**config.mk**
```make
export PLATFORM = sky130hd
export DESIGN_NAME = product_bcd_conv
export DESIGN_NICKNAME = d
export VERILOG_FILES = /design/src/rtl/product_bcd_conv_pkg.sv /design/src/rtl/product_bcd_conv_bcd_add3.sv /design/src/rtl/product_bcd_conv.sv
export SDC_FILE = /design/constraint.sdc
export NUM_CORES = 1
export LEC_CHECK = 0
export BUFFER_PORTS_ARGS = -buffer_cell sky130_fd_sc_hd__buf_2
export CAP_MARGIN = 10
export CORE_UTILIZATION = 46
export DETAILED_ROUTE_END_ITERATION = 16
export GPL_ROUTABILITY_DRIVEN = 0
export PLACE_DENSITY_LB_ADDON = 0.3
export REMOVE_ABC_BUFFERS = 1
export SETUP_SLACK_MARGIN = 0.15
export SLEW_MARGIN = 20
export SYNTH_ARGS = -nofsm -noshare
export SYNTH_HDL_FRONTEND = slang
export SYNTH_SLANG_ARGS = --single-unit
```
**constraint.sdc**
```tcl
create_clock -name clk -period 4.4 [get_ports clk]
set_input_delay 0.66 -clock clk [delete_from_list [all_inputs] [get_ports clk]]
set_output_delay 0.66 -clock clk [all_outputs]
set_load 0.01 [all_outputs]
```
**src/rtl/product_bcd_conv_pkg.sv**
```systemverilog
// Shared definitions for the signed-product-to-BCD converter: default sizes,
// FSM state encoding and the BCD digit type.
package product_bcd_conv_pkg;

  localparam int DEFAULT_DATA_W   = 16;
  localparam int DEFAULT_N_DIGITS = 5;

  typedef enum logic [1:0] {
    IDLE = 2'd0,
    CONV = 2'd1,
    DONE = 2'd2
  } state_t;

  typedef logic [3:0] bcd_digit_t;

endpackage

```
**src/rtl/product_bcd_conv_bcd_add3.sv**
```systemverilog
// Double-dabble digit correction: a digit of 5 or more gets 3 added so that
// the following left shift carries correctly into the next decimal digit.
module bcd_add3
  import product_bcd_conv_pkg::*;
(
  input  bcd_digit_t digit,
  output bcd_digit_t corrected
);

  assign corrected = (digit >= 4'd5) ? bcd_digit_t'(digit + 4'd3) : digit;

endmodule

```
**src/rtl/product_bcd_conv.sv**
```systemverilog
// Sequential signed-binary to packed-BCD converter (shift-add-3, one bit per clock).
// Optional macro BCD_LEADING_ZERO_BLANK_EN enables leading-zero blanking on `blank`.
module product_bcd_conv
  import product_bcd_conv_pkg::*;
#(
  parameter int DATA_W   = DEFAULT_DATA_W,
  parameter int N_DIGITS = DEFAULT_N_DIGITS
) (
  input  logic                  clk,
  input  logic                  rst,
  input  logic                  valid_in,
  input  logic [DATA_W-1:0]     product,
  output logic                  busy,
  output logic                  done,
  output logic                  sign,
  output logic [4*N_DIGITS-1:0] bcd,
  output logic [N_DIGITS-1:0]   blank
);

  localparam int BCD_W = 4 * N_DIGITS;
  localparam int CNT_W = $clog2(DATA_W + 1);

  state_t             state_reg;
  logic [DATA_W:0]    mag_reg;
  logic [BCD_W-1:0]   scratch_reg;
  logic [CNT_W-1:0]   cnt_reg;
  logic               sign_lat_reg;

  logic [DATA_W:0]    prod_ext;
  logic [DATA_W:0]    abs_full;
  logic [BCD_W-1:0]   scratch_adj;
  logic [BCD_W-1:0]   scratch_next;
  logic [N_DIGITS-1:0] blank_next;

  // Magnitude is formed one bit wider so the most negative product is exact.
  assign prod_ext = {product[DATA_W-1], product};
  assign abs_full = product[DATA_W-1] ? (~prod_ext + 1'b1) : prod_ext;

  generate
    for (genvar gi = 0; gi < N_DIGITS; gi++) begin : g_add3
      bcd_add3 u_add3 (
        .digit     (scratch_reg[4*gi +: 4]),
        .corrected (scratch_adj[4*gi +: 4])
      );
    end
  endgenerate

  assign scratch_next = {scratch_adj[BCD_W-2:0], mag_reg[DATA_W-1]};

`ifdef BCD_LEADING_ZERO_BLANK_EN
  // Walk from the top digit down; everything above the first non-zero digit is blanked.
  always_comb begin
    logic seen;
    blank_next = '0;
    seen       = 1'b0;
    for (int i = N_DIGITS - 1; i > 0; i--) begin
      if (scratch_next[4*i +: 4] != 4'd0) seen = 1'b1;
      blank_next[i] = ~seen;
    end
  end
`else
  assign blank_next = '0;
`endif

  assign busy = (state_reg != IDLE);

  always_ff @(posedge clk) begin
    if (rst) begin
      state_reg    <= IDLE;
      mag_reg      <= '0;
      scratch_reg  <= '0;
      cnt_reg      <= '0;
      sign_lat_reg <= 1'b0;
      done         <= 1'b0;
      sign         <= 1'b0;
      bcd          <= '0;
      blank        <= '0;
    end else begin
      done <= 1'b0;
      case (state_reg)
        IDLE: begin
          if (valid_in) begin
            mag_reg      <= abs_full;
            sign_lat_reg <= product[DATA_W-1];
            scratch_reg  <= '0;
            cnt_reg      <= '0;
            state_reg    <= CONV;
          end
        end
        CONV: begin
          scratch_reg <= scratch_next;
          mag_reg     <= mag_reg << 1;
          cnt_reg     <= cnt_reg + 1'b1;
          if (cnt_reg == CNT_W'(DATA_W - 1)) begin
            bcd       <= scratch_next;
            sign      <= sign_lat_reg;
            blank     <= blank_next;
            state_reg <= DONE;
          end
        end
        DONE: begin
          done      <= 1'b1;
          state_reg <= IDLE;
        end
        default: state_reg <= IDLE;
      endcase
    end
  end

endmodule

```
==> results summary, run 1 <==
The sum of net half-perimeters after detailed placement came out at 4.521 mm. The share of the core filled with cells is around 54%. The die outline area came out at 0.007359 mm2. The maximum operating frequency is 388.7 MHz. After layout, the worst path uses 58.47% of the clock period. The count of buffers added by post-CTS timing repair for setup came out at 0.

STA classifies the critical path endpoint as a flip-flop. The level count of the clock H-tree is 3. The pin count of the biggest net entering global routing came out at around 60. The element type at the critical path start is a flip-flop. The transition at the pin with the smallest max-transition slack came out at 0.8848 ns. The number of global-route vias before repair is between 2,000 and 3,000. The final layout contains 467 nets. For this run, the total global-route usage over all layers was measured as 19.82%.

The effective utilization at floorplan is 47.53%. The biggest area contributor in the post-synthesis netlist is sky130_fd_sc_hd__dfxtp_1. The power density over the cells is between 300 and 400 mW/mm2. The clock tree skew after final layout came out at 0.007198 ns.

The static leakage is 1.440 nW. The x dimension of the die is 85.79 um. In this run the standard cell core region covers 0.006794 mm2.

The post-synthesis average cell area is 8.013 um2. The via density per instance is 5.320. The initial antenna violation count is 0. The height of the die is 85.79 um. The worst hold slack came out at 0.4539 ns.

The final number of max-transition violations is 0. The source-to-sink clock delay at the later pin of the worst-skew pair came out at ~0.34 ns. Setup repair after global routing left no endpoint under its margin. The design draws 1.215 mW.

Clock-pin slew was measured on the worst setup and hold paths at 0.06 ns. Yosys attributes the largest share of cell area to sky130_fd_sc_hd__dfxtp_1 41%, sky130_fd_sc_hd__a21oi_1 8.1%, sky130_fd_sc_hd__nand2_1 6.2%. The largest incremental delay on the critical path is 0.74 ns. The share of layout cells above drive strength 1 came out at 14.58%.

The total number of yosys warnings is 0. The routed layout has between 2,000 and 3,000 vias. Across all setup checks in the final design, the least slack found is 1.828 ns. The area overhead of the layout relative to synthesis is 13.41%. In this run the remaining antenna-violating nets after routing total 0. The routed wire length per instance is 12.64 um. The flow ran to the end, and the final reports show no timing, DRC or antenna violations. In this run the tightest slew margin relative to its limit is 40.80%. The worst ir drop on vdd came out at 155.6 uV.

The library cell with the highest instance count after synthesis is sky130_fd_sc_hd__dfxtp_1. The wire length after detailed routing came out at about 6.8 mm. In the synthesized netlist, the number of instances is 403. The number of DRC markers after the initial detailed-route iteration came out at 127.

The residual overflow from global routing is 0. The number of clock sinks is 66. The number of synthesized flops with an enable pin came out at 0.

The cell with the biggest individual delay on the critical path is sky130_fd_sc_hd__and2_1. The first global-routing pass estimated 11.64 mm of wire. In this run, CTS created clock tree buffers numbering 9.

In the synthesized netlist, the cells that appear most often are 66 x sky130_fd_sc_hd__dfxtp_1, 53 x sky130_fd_sc_hd__nand2_1, 52 x sky130_fd_sc_hd__a21oi_1, 31 x sky130_fd_sc_hd__nor2_1. The arrival time at the worst endpoint is 2.84 ns. The critical path start-end classification is reg2reg. The post-synthesis cell area is 0.003229 mm2. The number of endpoints with negative hold slack in the final report came to 0. The tightest min-delay check is of the reg2reg type. The number of gates resized after CTS came out at 0. The proportion of register bits with asynchronous set or reset after synthesis is 0%.

The flip-flop and latch count after synthesis came out at 66. The critical path goes through nor2b_2 > buf_4 > and2_1 > o21ai_0 > a21oi_1. The final-layout setup total negative slack is 0 ns.

The TritonCTS clock tree is yes. The post-route DRC violation count came out at 0. The first-pass iteration count of the detailed router is 5. The antenna diode count came out at 0.

The share of the Yosys chip area taken by registers is between 40% and 50%. The number of hold buffers added after CTS was 0. The critical path data required time is 4.67 ns. The top cell type's share of synthesized area is ~40%.

In this run the tool buffered the top-level ports with 41 buffer cells. Max-cap violations in this run came to 0. The minimum clock period came out at about 2.6 ns. The number of distinct library cell variants in the gate-level netlist after synthesis came out at 40. The highest fanout seen on the critical path is 25. The tree is rooted in a sky130_fd_sc_hd__clkbuf_8.

The number of buffers on the longest clock path is 2. The count of standard-cell rows is 30. The most used flip-flop cell after synthesis is sky130_fd_sc_hd__dfxtp_1. The boundary pin count came out at 47. Before CTS, the worst setup slack after placement is 1.841 ns. The total setup violations reported at the end of the flow came out at 0.
-- metrics by stage --
step	instance area, um2	std cells
after floorplan	3119	379
after global placement	3477	520
after detailed placement	3477	520
after CTS	3662	535
after global routing	3662	535
final	3662	535
-- cell type report --
cell class | instances | area (um2)
Fill cell | 655 | 3132
Multi-Input combinational cell | 296 | 1737
Sequential cell | 66 | 1321
Timing Repair Buffer | 45 | 235.2
Clock buffer | 12 | 145.1
Tap cell | 96 | 120.1
Inverter | 17 | 63.81
Clock inverter | 3 | 40.04
-- power breakdown --
group	internal (mW)	switching, mW
Sequential	0.613	0.00892
Combinational	0.0377	0.0732
Clock	0.272	0.210
-- worst max-delay path: cells and delay by family (launching register included) --
family | cells | cell delay (ns)
flip-flops | 1 | 0.37
AO/OA/AOI/OAI | 2 | 0.32
buffers and inverters | 1 | 0.38
AND/OR/NAND/NOR | 2 | 1.43
-- layer usage --
metal	wire, um	share of wire, %	vias up	track usage [%]
met1	3217	48	1324	23.93
met4	87	1.3	0	9.545
met3	215	3.2	10	2.984
met2	3242	48	56	34.55
li1	-	-	1456	-
met5	0	0	-	0
-- layout by cell type (no fill, tap or decap), drive strengths merged, types with 3 or more instances in the layout --
cell and instances:
a22oi 23, nand2b 10, clkbuf 12, mux2i 7, o31ai 3, or4 3, o22ai 6, buf 45
inv 17, nor3 11, nand3 8, o21ai 23, a21oi 52, nor3b 6, ha 13, xnor2 8
nand2 53, dfxtp 66, a31oi 3, conb 5, xor2 8, nor2 31, nor4 3, and3 5
-- final timing paths --
check	slack, ns	start	cells after the start	endpoint
worst max register to register	1.83	state_reg[0]$_SDFFE_PP0P_	5	bcd[7]$_SDFFE_PP0P_
worst min-delay path	0.45	bcd[13]$_SDFFE_PP0P_	2	bcd[13]$_SDFFE_PP0P_
worst max-delay path	1.83	state_reg[0]$_SDFFE_PP0P_	5	bcd[7]$_SDFFE_PP0P_
worst min register to register	0.45	bcd[13]$_SDFFE_PP0P_	2	bcd[13]$_SDFFE_PP0P_
-- cell families after synthesis --
group	after synthesis	share of synthesized area (%)
compound gates	115	20.92
xor+xnor	16	4.340
fa+ha+maj	13	5.037
buf+inv	45	5.850
flops	66	40.91
mux	7	2.170
other cells	1	0.1161
simple gates	140	20.65
No activity file was read; power rests on OpenSTA's default activity.
==> run 2, diff against run 1 <==
==> constraint.sdc (replaced) <==
create_clock -name clk -period 2.6 [get_ports clk]
set_input_delay 0.39 -clock clk [delete_from_list [all_inputs] [get_ports clk]]
set_output_delay 0.39 -clock clk [all_outputs]
set_load 0.01 [all_outputs]
==> run 2 against run 1 <==
Critical path depth is 1 higher. Count of clock-buffer cells in the layout rose by 1. Clock skew about the same. Combinational power is 75% higher. Sequential power increased by 69%. Cell count rose by 0.75%. Non-clock buffer count up 4. Die area stayed put.
==> results summary, run 2 (synthesis results as in run 1) <==
The run finished with clean final reports. The post-CTS clock slew at the launch and capture registers of the worst setup and hold paths came to 0.06 ns (about the same). The final-stage net count was 471 (+0.86%). The number of gates resized after CTS came out at 0 (unchanged). The source-to-sink clock delay at the later pin of the worst-skew pair came out at 0.34 ns (about the same). The total global routing track utilization came to 20.27% (+0.44 points). The number of buffers on the longest clock path is 2 (unchanged). The routed wire length per instance came out at 12.86 um (+1.8%).

The via density per instance is 5.293 (-0.50%). The level count of the clock H-tree came out at 3 (unchanged). The number of clock sinks came out at 66 (unchanged).

The pin count of the biggest net entering global routing is 40 (-34%). The power density over the cells came out at 574.1 mW/mm2 (+73%). The post-route antenna net violation count is 0 (unchanged). STA classifies the critical path startpoint as a flip-flop. The number of cells in the design after placement came out at 524 (+0.77%). In the layout the commonest cells are 66 x sky130_fd_sc_hd__dfxtp_1, 53 x sky130_fd_sc_hd__nand2_1, 52 x sky130_fd_sc_hd__a21oi_1. The share of layout cells above drive strength 1 is 15.58% (+1.0 points). The height of the die came out at 85.79 um (unchanged). The minimum clock period is 1.915 ns (-0.6576 ns).

The count of standard-cell rows is 30 (unchanged). The post-route DRC violation count was 0 (unchanged). The worst setup path is captured at a flip-flop. The sum of net half-perimeters after detailed placement is 4.736 mm (+4.7%). The worst ir drop on vdd is 274.0 uV (+76%).

The critical path data required time came out at 2.86 ns (-1.81 ns). In this run the clock root is driven by a sky130_fd_sc_hd__clkbuf_8. The maximum operating frequency is 522.2 MHz (+34%). The number of input and output port buffers inserted came out at 41 (unchanged).

The arrival time at the worst endpoint came out at 2.18 ns (-0.66 ns). The classification of the worst-slack hold path is in2reg. The highest fanout seen on the critical path is 20 (-20%). The static leakage came out at 1.469 nW (+2.0%).

The effective utilization at floorplan came out at 47.53% (unchanged). The first-pass iteration count of the detailed router came out at 4 (-1). The clock buffer count from CTS is 9 (unchanged).

The die outline area came out at 0.007359 mm2 (unchanged). The count of buffers added by post-CTS timing repair for setup came out at 0 (unchanged). The number of violations of the max-capacitance limit came out at 0 (unchanged).

The x dimension of the die came out at 85.79 um (unchanged). The number of DRC markers after the initial detailed-route iteration was 97 (-24%). The total setup violations reported at the end of the flow is 0 (unchanged).

The critical path start-end classification is reg2reg. Leaving out fill and tap cells, the most frequent cell in the layout is sky130_fd_sc_hd__dfxtp_1. The wire length after detailed routing was 6.933 mm (+2.5%).

The residual overflow from global routing is 0 (unchanged). The number of filler instances in the final layout was 653 (-0.31%). The total via count in the routed design came to 2,853 (+0.25%). Setup repair after global routing left no endpoint under its margin. The boundary pin count was 47 (unchanged). The number of endpoints with negative hold slack in the final report is 0 (unchanged). The number of global-route vias before repair was 2,571 (-4.1%).

The area of the core is 0.006794 mm2 (unchanged). The final number of max-transition violations is 0 (unchanged). The count of placed standard cells in the final layout, fillers left out came to 539 (+0.75%). The sum of internal, switching and leakage power was 2.131 mW (+75%). The tightest slew margin relative to the limit came out at 44.56% (+3.8 points). The worst hold slack came out at 0.3419 ns (-0.1119 ns).

The hold buffer count at CTS came out at 0 (unchanged). The register-to-register path setup slack came out at 0.69 ns (-1.14 ns). Compared with the post-synthesis result, the final layout area differs by 14.92%. The final worst-path cycle share is 73.65% (+15 points).

The transition at the pin with the smallest max-transition slack was 0.8285 ns (-0.05630 ns). TritonCTS built the clock tree. The clock tree skew after final layout is 0.006926 ns (-0.0002714 ns). The antenna diode count came out at 0 (unchanged). The first-pass GRT wire length came out at 11.75 mm (+0.95%). The initial antenna violation count was 0 (unchanged).
[run 2: report_power, final]
part           internal, mW  leakage, nW  switching, mW
combinational        0.0683        0.828          0.126
sequential             1.04        0.535         0.0156
clock                 0.515        0.106          0.368
[run 2: critical path, cell delays in order, from the launching register on]
cell and delay, ns:
sky130_fd_sc_hd__dfxtp_1 0.38, sky130_fd_sc_hd__or2_2 0.14, sky130_fd_sc_hd__nor2_1 0.05, sky130_fd_sc_hd__nor2_1 0.63, sky130_fd_sc_hd__buf_4 0.38, sky130_fd_sc_hd__o21ai_0 0.12
sky130_fd_sc_hd__a21oi_1 0.14
[run 2: path summary, 6_finish.rpt]
path,startpoint,to,cells past startpoint
setup reg to reg,state_reg[1]$_SDFFE_PP0P_,scratch_reg[3]$_SDFFE_PP0P_,6
hold reg to reg,bcd[18]$_SDFFE_PP0P_,bcd[18]$_SDFFE_PP0P_,2
hold / removal,product[0],mag_reg[0]$_SDFFE_PP0P_,3
setup / recovery,state_reg[1]$_SDFFE_PP0P_,scratch_reg[3]$_SDFFE_PP0P_,6
[run 2: layout make-up]
| type | count | area [um2] | share of cell area, % |
|---|---|---|---|
| flip-flops and latches | 66 | 1321 | 35.60 |
| multi-input cells | 296 | 1737 | 46.80 |
| repair buffers | 49 | 265.3 | 7.148 |
| clock buffers | 13 | 168.9 | 4.552 |
| clock inverters | 2 | 35.03 | 0.9440 |
| well taps | 96 | 120.1 | 3.237 |
| inverters | 17 | 63.81 | 1.719 |
[run 2: metrics by stage]
| stage | setup slack [ns] | util (%) | instance area, um2 | TNS (ns) |
|---|---|---|---|---|
| 2_1_floorplan | -0.4043 | - | 3119 | -12.44 |
| 3_3_place_gp | 0.6511 | 51.62 | 3507 | 0 |
| 3_5_place_dp | 0.6262 | 51.62 | 3507 | 0 |
| 4_1_cts | 0.6816 | 54.62 | 3711 | 0 |
| 5_1_grt | 0.5322 | 54.62 | 3711 | 0 |
| 6_report | 0.6851 | 54.62 | 3711 | 0 |
[run 2: metal layers]
layer,vias to the layer above,global-route usage [%],wire length [um]
met5,-,0,0
met2,63,32.80,3180
met3,9,4.812,254
met1,1311,25.88,3403
li1,1470,-,-
met4,0,8.636,95
